### src/rtl/ofdm_pkg.sv
// Shared constants and types for the OFDM transform blocks.
package ofdm_pkg;

  localparam int unsigned IW  = 8;
  localparam int unsigned OW  = 11;
  localparam int unsigned TWW = 8;

  // sqrt(2)/2 in Q0.7 and the half-LSB added before the >>> 7
  localparam int TW_DIAG  = 91;
  localparam int RND_HALF = 64;

  localparam int SAT_MAX = (2 ** (OW - 1)) - 1;
  localparam int SAT_MIN = -(2 ** (OW - 1));

  localparam int unsigned BITREV [8] = '{0, 4, 2, 6, 1, 5, 3, 7};

  typedef enum logic [1:0] {
    tw_w0 = 2'd0,
    tw_pj = 2'd1,
    tw_dp = 2'd2,
    tw_dm = 2'd3
  } tw_sel_e;

  function automatic tw_sel_e stage3_tw(input int unsigned k);
    case (k)
      0:       return tw_w0;
      1:       return tw_dp;
      2:       return tw_pj;
      default: return tw_dm;
    endcase
  endfunction

endpackage

### src/rtl/ifft_bfly.sv
// Combinational complex radix-2 butterfly: y0 = a + w*b, y1 = a - w*b.
module ifft_bfly #(
  parameter int unsigned W   = 8,
  parameter int unsigned OWB = 9,
  parameter int unsigned TWW = 8
) (
  input  logic signed [W-1:0]   a_re,
  input  logic signed [W-1:0]   a_im,
  input  logic signed [W-1:0]   b_re,
  input  logic signed [W-1:0]   b_im,
  input  ofdm_pkg::tw_sel_e     sel,
  output logic signed [OWB-1:0] y0_re,
  output logic signed [OWB-1:0] y0_im,
  output logic signed [OWB-1:0] y1_re,
  output logic signed [OWB-1:0] y1_im
);

  localparam int unsigned XW = W + 2;
  localparam int unsigned PW = XW + TWW + 1;

  logic signed [XW-1:0] ar, ai, br, bi, s, d, mr, mi, tr, ti;
  logic signed [PW-1:0] pr, pi;

  always_comb begin
    ar = XW'(a_re);
    ai = XW'(a_im);
    br = XW'(b_re);
    bi = XW'(b_im);
    s  = br + bi;
    d  = br - bi;
    // (1+j)/sqrt2 -> (d, s); (-1+j)/sqrt2 -> (-s, d); both exact before scaling
    if (sel == ofdm_pkg::tw_dm) begin
      mr = -s;
      mi = d;
    end else begin
      mr = d;
      mi = s;
    end
    pr = (PW'(mr) * PW'(ofdm_pkg::TW_DIAG) + PW'(ofdm_pkg::RND_HALF)) >>> (TWW - 1);
    pi = (PW'(mi) * PW'(ofdm_pkg::TW_DIAG) + PW'(ofdm_pkg::RND_HALF)) >>> (TWW - 1);
    case (sel)
      ofdm_pkg::tw_w0: begin
        tr = br;
        ti = bi;
      end
      ofdm_pkg::tw_pj: begin
        tr = -bi;
        ti = br;
      end
      default: begin
        tr = XW'(pr);
        ti = XW'(pi);
      end
    endcase
    y0_re = OWB'(ar + tr);
    y0_im = OWB'(ai + ti);
    y1_re = OWB'(ar - tr);
    y1_im = OWB'(ai - ti);
  end

endmodule

### src/rtl/ifft_8.sv
// Eight-point pipelined radix-2 DIT inverse FFT, unscaled, saturated output with overflow flag.
module ifft_8
  import ofdm_pkg::tw_sel_e;
  import ofdm_pkg::stage3_tw;
#(
  parameter int unsigned IW  = ofdm_pkg::IW,
  parameter int unsigned OW  = ofdm_pkg::OW,
  parameter int unsigned TWW = ofdm_pkg::TWW
) (
  input  logic                 clk,
  input  logic                 rst,
  input  logic                 en,
  input  logic                 i_valid,
  input  logic signed [IW-1:0] i_re0,
  input  logic signed [IW-1:0] i_re1,
  input  logic signed [IW-1:0] i_re2,
  input  logic signed [IW-1:0] i_re3,
  input  logic signed [IW-1:0] i_re4,
  input  logic signed [IW-1:0] i_re5,
  input  logic signed [IW-1:0] i_re6,
  input  logic signed [IW-1:0] i_re7,
  input  logic signed [IW-1:0] i_im0,
  input  logic signed [IW-1:0] i_im1,
  input  logic signed [IW-1:0] i_im2,
  input  logic signed [IW-1:0] i_im3,
  input  logic signed [IW-1:0] i_im4,
  input  logic signed [IW-1:0] i_im5,
  input  logic signed [IW-1:0] i_im6,
  input  logic signed [IW-1:0] i_im7,
  output logic                 o_valid,
  output logic signed [OW-1:0] o_re0,
  output logic signed [OW-1:0] o_re1,
  output logic signed [OW-1:0] o_re2,
  output logic signed [OW-1:0] o_re3,
  output logic signed [OW-1:0] o_re4,
  output logic signed [OW-1:0] o_re5,
  output logic signed [OW-1:0] o_re6,
  output logic signed [OW-1:0] o_re7,
  output logic signed [OW-1:0] o_im0,
  output logic signed [OW-1:0] o_im1,
  output logic signed [OW-1:0] o_im2,
  output logic signed [OW-1:0] o_im3,
  output logic signed [OW-1:0] o_im4,
  output logic signed [OW-1:0] o_im5,
  output logic signed [OW-1:0] o_im6,
  output logic signed [OW-1:0] o_im7,
  output logic                 o_ovf
);

  localparam int unsigned W1 = IW + 1;
  localparam int unsigned W2 = IW + 2;
  localparam int unsigned W3 = IW + 4;
  localparam logic signed [W3-1:0] SMAX = W3'((2 ** (OW - 1)) - 1);
  localparam logic signed [W3-1:0] SMIN = W3'(-(2 ** (OW - 1)));

  logic signed [IW-1:0] xr [8];
  logic signed [IW-1:0] xi [8];
  logic signed [W1-1:0] s1r_d [8], s1i_d [8], s1r_q [8], s1i_q [8];
  logic signed [W2-1:0] s2r_d [8], s2i_d [8], s2r_q [8], s2i_q [8];
  logic signed [W3-1:0] s3r [8], s3i [8];
  logic signed [OW-1:0] ore_d [8], oim_d [8], ore_q [8], oim_q [8];
  logic [2:0]           v_q;
  logic                 ovf_d, ovf_q;

  always_comb begin
    xr = '{i_re0, i_re1, i_re2, i_re3, i_re4, i_re5, i_re6, i_re7};
    xi = '{i_im0, i_im1, i_im2, i_im3, i_im4, i_im5, i_im6, i_im7};
  end

  for (genvar p = 0; p < 4; p++) begin : g_s1
    ifft_bfly #(.W(IW), .OWB(W1), .TWW(TWW)) u_bfly (
      .a_re  (xr[ofdm_pkg::BITREV[2*p]]),
      .a_im  (xi[ofdm_pkg::BITREV[2*p]]),
      .b_re  (xr[ofdm_pkg::BITREV[2*p+1]]),
      .b_im  (xi[ofdm_pkg::BITREV[2*p+1]]),
      .sel   (ofdm_pkg::tw_w0),
      .y0_re (s1r_d[2*p]),
      .y0_im (s1i_d[2*p]),
      .y1_re (s1r_d[2*p+1]),
      .y1_im (s1i_d[2*p+1])
    );
  end

  // Two 4-point groups; the odd leg of each group takes the +j twiddle
  for (genvar g = 0; g < 2; g++) begin : g_s2
    for (genvar k = 0; k < 2; k++) begin : g_k
      ifft_bfly #(.W(W1), .OWB(W2), .TWW(TWW)) u_bfly (
        .a_re  (s1r_q[4*g+k]),
        .a_im  (s1i_q[4*g+k]),
        .b_re  (s1r_q[4*g+k+2]),
        .b_im  (s1i_q[4*g+k+2]),
        .sel   ((k == 0) ? ofdm_pkg::tw_w0 : ofdm_pkg::tw_pj),
        .y0_re (s2r_d[4*g+k]),
        .y0_im (s2i_d[4*g+k]),
        .y1_re (s2r_d[4*g+k+2]),
        .y1_im (s2i_d[4*g+k+2])
      );
    end
  end

  for (genvar k = 0; k < 4; k++) begin : g_s3
    ifft_bfly #(.W(W2), .OWB(W3), .TWW(TWW)) u_bfly (
      .a_re  (s2r_q[k]),
      .a_im  (s2i_q[k]),
      .b_re  (s2r_q[k+4]),
      .b_im  (s2i_q[k+4]),
      .sel   (stage3_tw(k)),
      .y0_re (s3r[k]),
      .y0_im (s3i[k]),
      .y1_re (s3r[k+4]),
      .y1_im (s3i[k+4])
    );
  end

  function automatic logic signed [OW-1:0] clamp(input logic signed [W3-1:0] x,
                                                  output logic hit);
    hit = 1'b1;
    if (x > SMAX) begin
      clamp = OW'(SMAX);
    end else if (x < SMIN) begin
      clamp = OW'(SMIN);
    end else begin
      clamp = OW'(x);
      hit   = 1'b0;
    end
  endfunction

  always_comb begin
    logic hr, hi;
    ovf_d = 1'b0;
    for (int n = 0; n < 8; n++) begin
      ore_d[n] = clamp(s3r[n], hr);
      oim_d[n] = clamp(s3i[n], hi);
      ovf_d    = ovf_d | hr | hi;
    end
    // Invalid frames still flow through but never raise the flag
    ovf_d = ovf_d & v_q[1];
  end

  always_ff @(posedge clk or posedge rst) begin
    if (rst) begin
      s1r_q <= '{default: '0};
      s1i_q <= '{default: '0};
      s2r_q <= '{default: '0};
      s2i_q <= '{default: '0};
      ore_q <= '{default: '0};
      oim_q <= '{default: '0};
      v_q   <= '0;
      ovf_q <= 1'b0;
    end else if (en) begin
      s1r_q <= s1r_d;
      s1i_q <= s1i_d;
      s2r_q <= s2r_d;
      s2i_q <= s2i_d;
      ore_q <= ore_d;
      oim_q <= oim_d;
      v_q   <= {v_q[1:0], i_valid};
      ovf_q <= ovf_d;
    end
  end

  assign o_valid = v_q[2];
  assign o_ovf   = ovf_q;
  assign o_re0   = ore_q[0];
  assign o_re1   = ore_q[1];
  assign o_re2   = ore_q[2];
  assign o_re3   = ore_q[3];
  assign o_re4   = ore_q[4];
  assign o_re5   = ore_q[5];
  assign o_re6   = ore_q[6];
  assign o_re7   = ore_q[7];
  assign o_im0   = oim_q[0];
  assign o_im1   = oim_q[1];
  assign o_im2   = oim_q[2];
  assign o_im3   = oim_q[3];
  assign o_im4   = oim_q[4];
  assign o_im5   = oim_q[5];
  assign o_im6   = oim_q[6];
  assign o_im7   = oim_q[7];

endmodule

### config.mk
export PLATFORM = sky130hd
export DESIGN_NAME = ifft_8
export DESIGN_NICKNAME = d
export VERILOG_FILES = /design/src/rtl/ofdm_pkg.sv /design/src/rtl/ifft_bfly.sv /design/src/rtl/ifft_8.sv
export SDC_FILE = /design/constraint.sdc
export NUM_CORES = 2
export LEC_CHECK = 0
export ABC_CLOCK_PERIOD_IN_PS = 46800
export CAP_MARGIN = 20
export CORE_ASPECT_RATIO = 0.75
export CORE_MARGIN = 2
export CORE_UTILIZATION = 50
export CTS_CLUSTER_DIAMETER = 150
export CTS_CLUSTER_SIZE = 10
export DETAILED_ROUTE_END_ITERATION = 10
export GPL_TIMING_DRIVEN = 0
export HOLD_SLACK_MARGIN = 0.03
export PLACE_DENSITY = 0.77
export SKIP_LAST_GASP = 1
export SYNTH_ARGS = -nofsm -noshare
export SYNTH_HDL_FRONTEND = slang
export SYNTH_SLANG_ARGS = --single-unit
### constraint.sdc
create_clock -name clk -period 46.8 [get_ports clk]
set_input_delay 9.36 -clock clk [delete_from_list [all_inputs] [get_ports clk]]
set_output_delay 9.36 -clock clk [all_outputs]
set_load 0.05 [all_outputs]
### After elaboration in Yosys (flattened, before gate mapping)

Cells that the tools add are included.

* register bits: 484
* word-level logic and storage cells: 226

* $add $sub $neg: 60
* multiply operators: 4
* magnitude comparators: 32
* multiplexer cells: 64
* bitwise operators: 16

Operators with widths (count)
* 2-to-1 mux 11 bit: 32
* greater-than comparator 12 x 11 -> 1 bit, second input constant: 16
* < comparator 12 x 11 -> 1 bit, second input constant: 16
* adder 19 x 8 -> 19 bit, second input constant: 4
* adder 8 x 8 -> 9 bit: 8
* subtractor 8 x 8 -> 9 bit: 8
* adder 10 x 12 -> 12 bit: 5
* adder 9 x 9 -> 10 bit: 6
* subtractor 10 x 12 -> 12 bit: 5
* subtractor 9 x 9 -> 10 bit: 6
* multiplier 11 x 8 -> 19 bit, second input constant: 3
* adder 10 x 10 -> 11 bit: 5
* subtractor 10 x 10 -> 11 bit: 5
* 2-to-1 mux 1 bit: 32
* adder 9 x 10 -> 10 bit: 2
* negation 9 -> 10 bit: 2
* subtractor 9 x 10 -> 10 bit: 2
* multiplier 12 x 8 -> 19 bit, second input constant: 1
* OR 1 bit: 15
* negation 10 -> 12 bit: 1
* negation 11 -> 12 bit: 1
* bitwise AND 1 bit: 1

### Longest topological paths before layout

* depth after elaboration: 22
* gate-level depth with buffers: 39

### Hierarchy

From an unflattened synthesis, not the netlist that was laid out.

* cell total of the unflattened synthesis: 10996
* area total of the unflattened synthesis: 94972.3 sq um

By module, submodules not included
* ifft_8: times used 1, cells an instance 1437, area an instance 19469.9 sq um
* ifft_bfly at g_s2[0].g_k[0].u_bfly ...: times used 3, cells an instance 781, area an instance 6184.7 sq um
* ifft_bfly at g_s1[0].u_bfly ...: times used 3, cells an instance 707, area an instance 5584.1 sq um
* ifft_bfly at g_s3[3].u_bfly: times used 1, cells an instance 913, area an instance 7180.6 sq um
* ifft_bfly at g_s3[1].u_bfly: times used 1, cells an instance 916, area an instance 7165.6 sq um
* ifft_bfly at g_s3[0].u_bfly: times used 1, cells an instance 907, area an instance 7163.1 sq um
* ifft_bfly at g_s3[2].u_bfly: times used 1, cells an instance 893, area an instance 6975.4 sq um
* ifft_bfly at g_s2[1].g_k[1].u_bfly: times used 1, cells an instance 767, area an instance 6163.4 sq um
* ifft_bfly at g_s1[3].u_bfly: times used 1, cells an instance 699, area an instance 5547.8 sq um

### Worst setup path before layout

OpenSTA, ideal clock, no wires.

* path type: input to register
* start point: input port i_im7[2]
* end point: register s1i_q[8] in the netlist's numbering
* library setup time: 0.077 ns
* arrival: 10.963 ns
* slack: 35.759 ns
* stages: 10
* path buffers: 1
* path through: inv_1 -> ha_1 -> clkbuf_1 -> a21oi_1 -> o21bai_1 -> a21o_1 -> a21o_1 -> a2111oi_0 -> a21oi_1 -> a21oi_1

* word-level cells in the longest chain between the ends: 1

RTL lines
* start, declared: RTL line ifft_8.sv:29 `input logic signed [IW-1:0] i_im7,`
* subtractor 8 x 8 -> 9 bit: RTL line ifft_bfly.sv:58 `y1_im = OWB'(ai - ti);`
* end signal, assigned: RTL line ifft_8.sv:152 `s1i_q <= s1i_d;`
* end, declared: RTL line ifft_8.sv:58 `logic signed [W1-1:0] s1r_d [8], s1i_d [8], s1r_q [8], s1i_q [8];`

Every way passes these cells.
A chain may end at the register's enable or synchronous reset.

### Worst setup path after layout

* start point: input port en
* end point: register oim_q (netlist bit o_im1[10])

RTL lines
* start, declared: RTL line ifft_8.sv:12 `input logic en,`
* end signal, assigned: RTL line ifft_8.sv:156 `oim_q <= oim_d;`
* end, declared: RTL line ifft_8.sv:61 `logic signed [OW-1:0] ore_d [8], oim_d [8], ore_q [8], oim_q [8];`

No word-level cell between the ends.

==> metrics.md <==
| Metric | Value |
|---|---|
| Synth area leaders | `dfrtp_1, ha_1, fa_1` |
| Slowest CP cell | `clkbuf_1` |
| Grt ovf | `0` |
| Root buffer cell | `clkbuf_16` |
| Max-slew headroom | `0.196` |
| Fin worst setup slack | `34280 ps` |
| Starting density of the core | `0.505` |
| WL met3 | `12900 um` |
| Chip Height | `259 um` |
| Inserted Diodes | `0` |
| Cell count after synthesis | `4821` |
| Share of layout cells above drive strength 1 | `0.0488` |
| Post-layout min period | `12520 ps` |
| Post-synthesis cell area | `0.0434 sq mm` |
| Uppermost routed layer | `met5` |
| Post_cts resized | `0` |
| Htree depth | `2` |
| CP startpoint | `en` |
| CP endpoint kind | `flop` |
| Syn Nets | `5769` |
| CP required | `47240 ps` |
| Hold-fix buffers, CTS | `0` |
| Cell Chain, Critical Path | `clkdlybuf4s50_1 -> clkbuf_1 -> clkbuf_1 -> clkbuf_1 -> clkbuf_1 -> a21oi_1` |
| Period utilisation layout | `0.267` |
| Final Slew Violations | `0` |
| Multi-input gate area | `0.0284 sq mm` |
| Arr. time, crit path | `12960 ps` |
| TritonCTS buffer count | `52` |
| Num rows | `93` |
| Most used DFF post-synth | `dfrtp_1` |
| First-pass GRT wire length | `205000 um` |
| Fillers | `7458` |
| Die ar. | `0.0893 sq mm` |
| PortBufs | `309` |
| GPL Wtd Cong | `0.991` |
| Clk Latency, worst-skew pair | `650 ps` |
| Worst slew pin tran | `1210 ps` |
| Clk buf depth | `3` |
| GRT Util Overall | `0.300` |
| Unrepaired setup endpoints after global routing | `no` |
| DR WL met2 | `57000 um` |
| Setup bufs post-CTS | `0` |
| Sink Count | `468` |
| Hold Fails Final Rpt | `0` |
| Mapped Avg Cell Area | `9.01 sq um` |
| Startpoint types | `input pin` |
| Cell mode on critical path | `clkbuf_1` |
| Layout Nets | `6148` |
| Initial DRC Count | `3241` |
| Max Cap Violations | `0` |
| Area of the core | `0.0860 sq mm` |
| Max stage delay on crit path | `930 ps` |
| Share of flip-flops with an asynchronous set or reset | `1.00` |
| Clock skew | `44.4 ps` |
| Worst hold path class | `reg -> reg` |
| CTS tree | `built` |
| Io pins | `310` |
| Avg WL per Cell | `21.2 um` |
| Routed vias | `35862` |
| Setup TNS | `0 ps` |
| FMAX | `0.0799 GHz` |
| Top fanout value on the critical path | `10` |
| Reg-to-Reg Start | `s2i_q[21]$_DFFE_PP0P_` |
| Cell family with most CP delay | `buffers and inverters` |
| Bufs and invs on worst path | `5` |
| Die span in x | `344 um` |
| Outcome | `finished, final reports clean` |
| Drt drc | `0` |
| Post-detail-place hpwl | `110000 um` |
| Routed vias/inst | `5.65` |
| Area leader, netlist | `dfrtp_1` |
| Post-synth top area share | `0.270` |
| EDFF count, synth | `0` |
| Clk slew on worst S/H paths | `60 ps` |
| Setup violators final | `0` |
| WL met1 | `59700 um` |
| Critical path class | `in -> reg` |
| Aggregate routed wire length | `134000 um` |
| Dpl ws | `33840 ps` |
| Yosys warning total | `0` |
| Seq/Total Area, Yosys | `0.270` |
| Synth-to-Final Area Change | `14.3%` |
| Post-synth cell types | `85` |
| Antenna Nets Post-Route | `0` |
| Largest net degree at the start of global routing | `131` |
| Hold Path Origin | `o_im7[8]$_DFFE_PP0P_` |
| Final Util | `0.578` |
| Area taken by flip-flops and latches | `0.0117 sq mm` |
| Yosys reg bits | `468` |
| Vias in the first global route | `34843` |
| Initial antenna violation count | `4` |
| First-pass detailed-route iteration total | `5` |
per-stage QoR:
stage / instances / instance area [sq um] / hold WS [ps]
final: 6342 / 49700 / 487
after global routing: 6342 / 49700 / 512
after CTS: 6340 / 49600 / 494
after detailed placement: 6284 / 48300 / 478
after global placement: 6270 / 48000 / 466
after floorplan: 4821 / 43400 / 452
worst reg2reg max path: cells and delay by family, from the launching register on:
family                     cells  cell delay [ps]
AOI/OAI and AO/OA             14             3800
and+or+nand+nor                5             1370
xor gates and xnor gates       4              740
adders and majority gates      7             2930
buffers and inverters          3              270
DFF                            1              530
registers in the layout (all words and copies together), names as in the netlist, 68 cells and up:
| signal | count |
|---|---|
| s2i_q | 76 |
| s1r_q | 68 |
| s2r_q | 76 |
| s1i_q | 68 |
per-layer routing:
layer | up-vias | global-route usage
li1 | 16770 | -
met1 | 17377 | 0.431
met2 | 1475 | 0.451
met3 | 238 | 0.0606
met4 | 2 | 0.102
met5 | - | 0
area by class of cell:
cell class | count | share of cell area
Timing Repair Buffer | 325 | 0.0683
Buffer | 140 | 0.0114
Sequential cell | 468 | 0.236
Clock inverter | 3 | 0.00154
Tap cell | 1140 | 0.0287
Inverter | 745 | 0.0565
Clock buffer | 53 | 0.0265
Multi-Input combinational cell | 3468 | 0.571
worst paths after layout:
path | slack [ps] | depth (start not counted) | end
setup / recovery | 34280 | 6 | o_im1[10]$_DFFE_PP0P_
min in group asynchronous | 9180 | 2 | o_im6[3]$_DFFE_PP0P_
hold reg to reg | 490 | 2 | o_im7[8]$_DFFE_PP0P_
hold / removal | 490 | 2 | o_im7[8]$_DFFE_PP0P_
setup reg to reg | 36980 | 33 | o_ovf$_DFFE_PP0P_
max in group asynchronous | 36400 | 3 | o_im5[4]$_DFFE_PP0P_
cell families (layout without fill, tap and decap cells):
| kind of cell | count (synthesis) | count (layout) | synth area share |
|---|---|---|---|
| AOI/OAI and AO/OA | 1108 | 1108 | 0.156 |
| and+or+nand+nor | 913 | 913 | 0.0952 |
| buffers and inverters | 885 | 1266 | 0.0774 |
| adders and majority gates | 871 | 871 | 0.275 |
| DFF | 468 | 468 | 0.270 |
| xor gates and xnor gates | 424 | 424 | 0.0873 |
| muxes | 152 | 152 | 0.0389 |
cells in the mapped netlist, types with 15 or more instances:
cell,count
inv_1,744
dfrtp_1,468
a31oi_1,33
a2111oi_0,18
maj3_1,55
clkbuf_1,117
nand2b_1,46
nand2_1,148
a21o_1,73
mux2i_1,17
nor2_1,461
nor2b_1,44
a21oi_1,477
or3_1,24
o31ai_1,28
o21bai_1,118
xnor2_1,337
mux2_2,135
ha_1,657
nand3_1,29
nor3_1,68
xor2_1,80
a211oi_1,26
o21ai_0,201
and3_1,30
buf_1,15
nor3b_1,15
o21a_1,20
fa_1,159
layout by cell type, fill, tap and decap left out, types with 20 or more instances in the layout:
cell	synthesis	final
nand3_1	29	29
a211oi_1	26	26
inv_1	744	743
clkbuf_1	117	117
xnor2_1	337	337
nor2b_1	44	44
and3_1	30	30
nand2b_1	46	46
a31oi_1	33	33
maj3_1	55	55
nor3_1	68	68
or3_1	24	24
nor2_1	461	461
o31ai_1	28	28
a21o_1	73	73
clkdlybuf4s50_1	0	309
ha_1	657	657
o21ai_0	201	201
o21bai_1	118	118
mux2_2	135	135
clkbuf_16	0	52
nand2_1	148	148
fa_1	159	159
a21oi_1	477	477
xor2_1	80	80
dfrtp_1	468	468
o21a_1	20	20
Power is not shown: default switching activity piles up to over one toggle a cycle in this logic, so the estimate is an artifact.
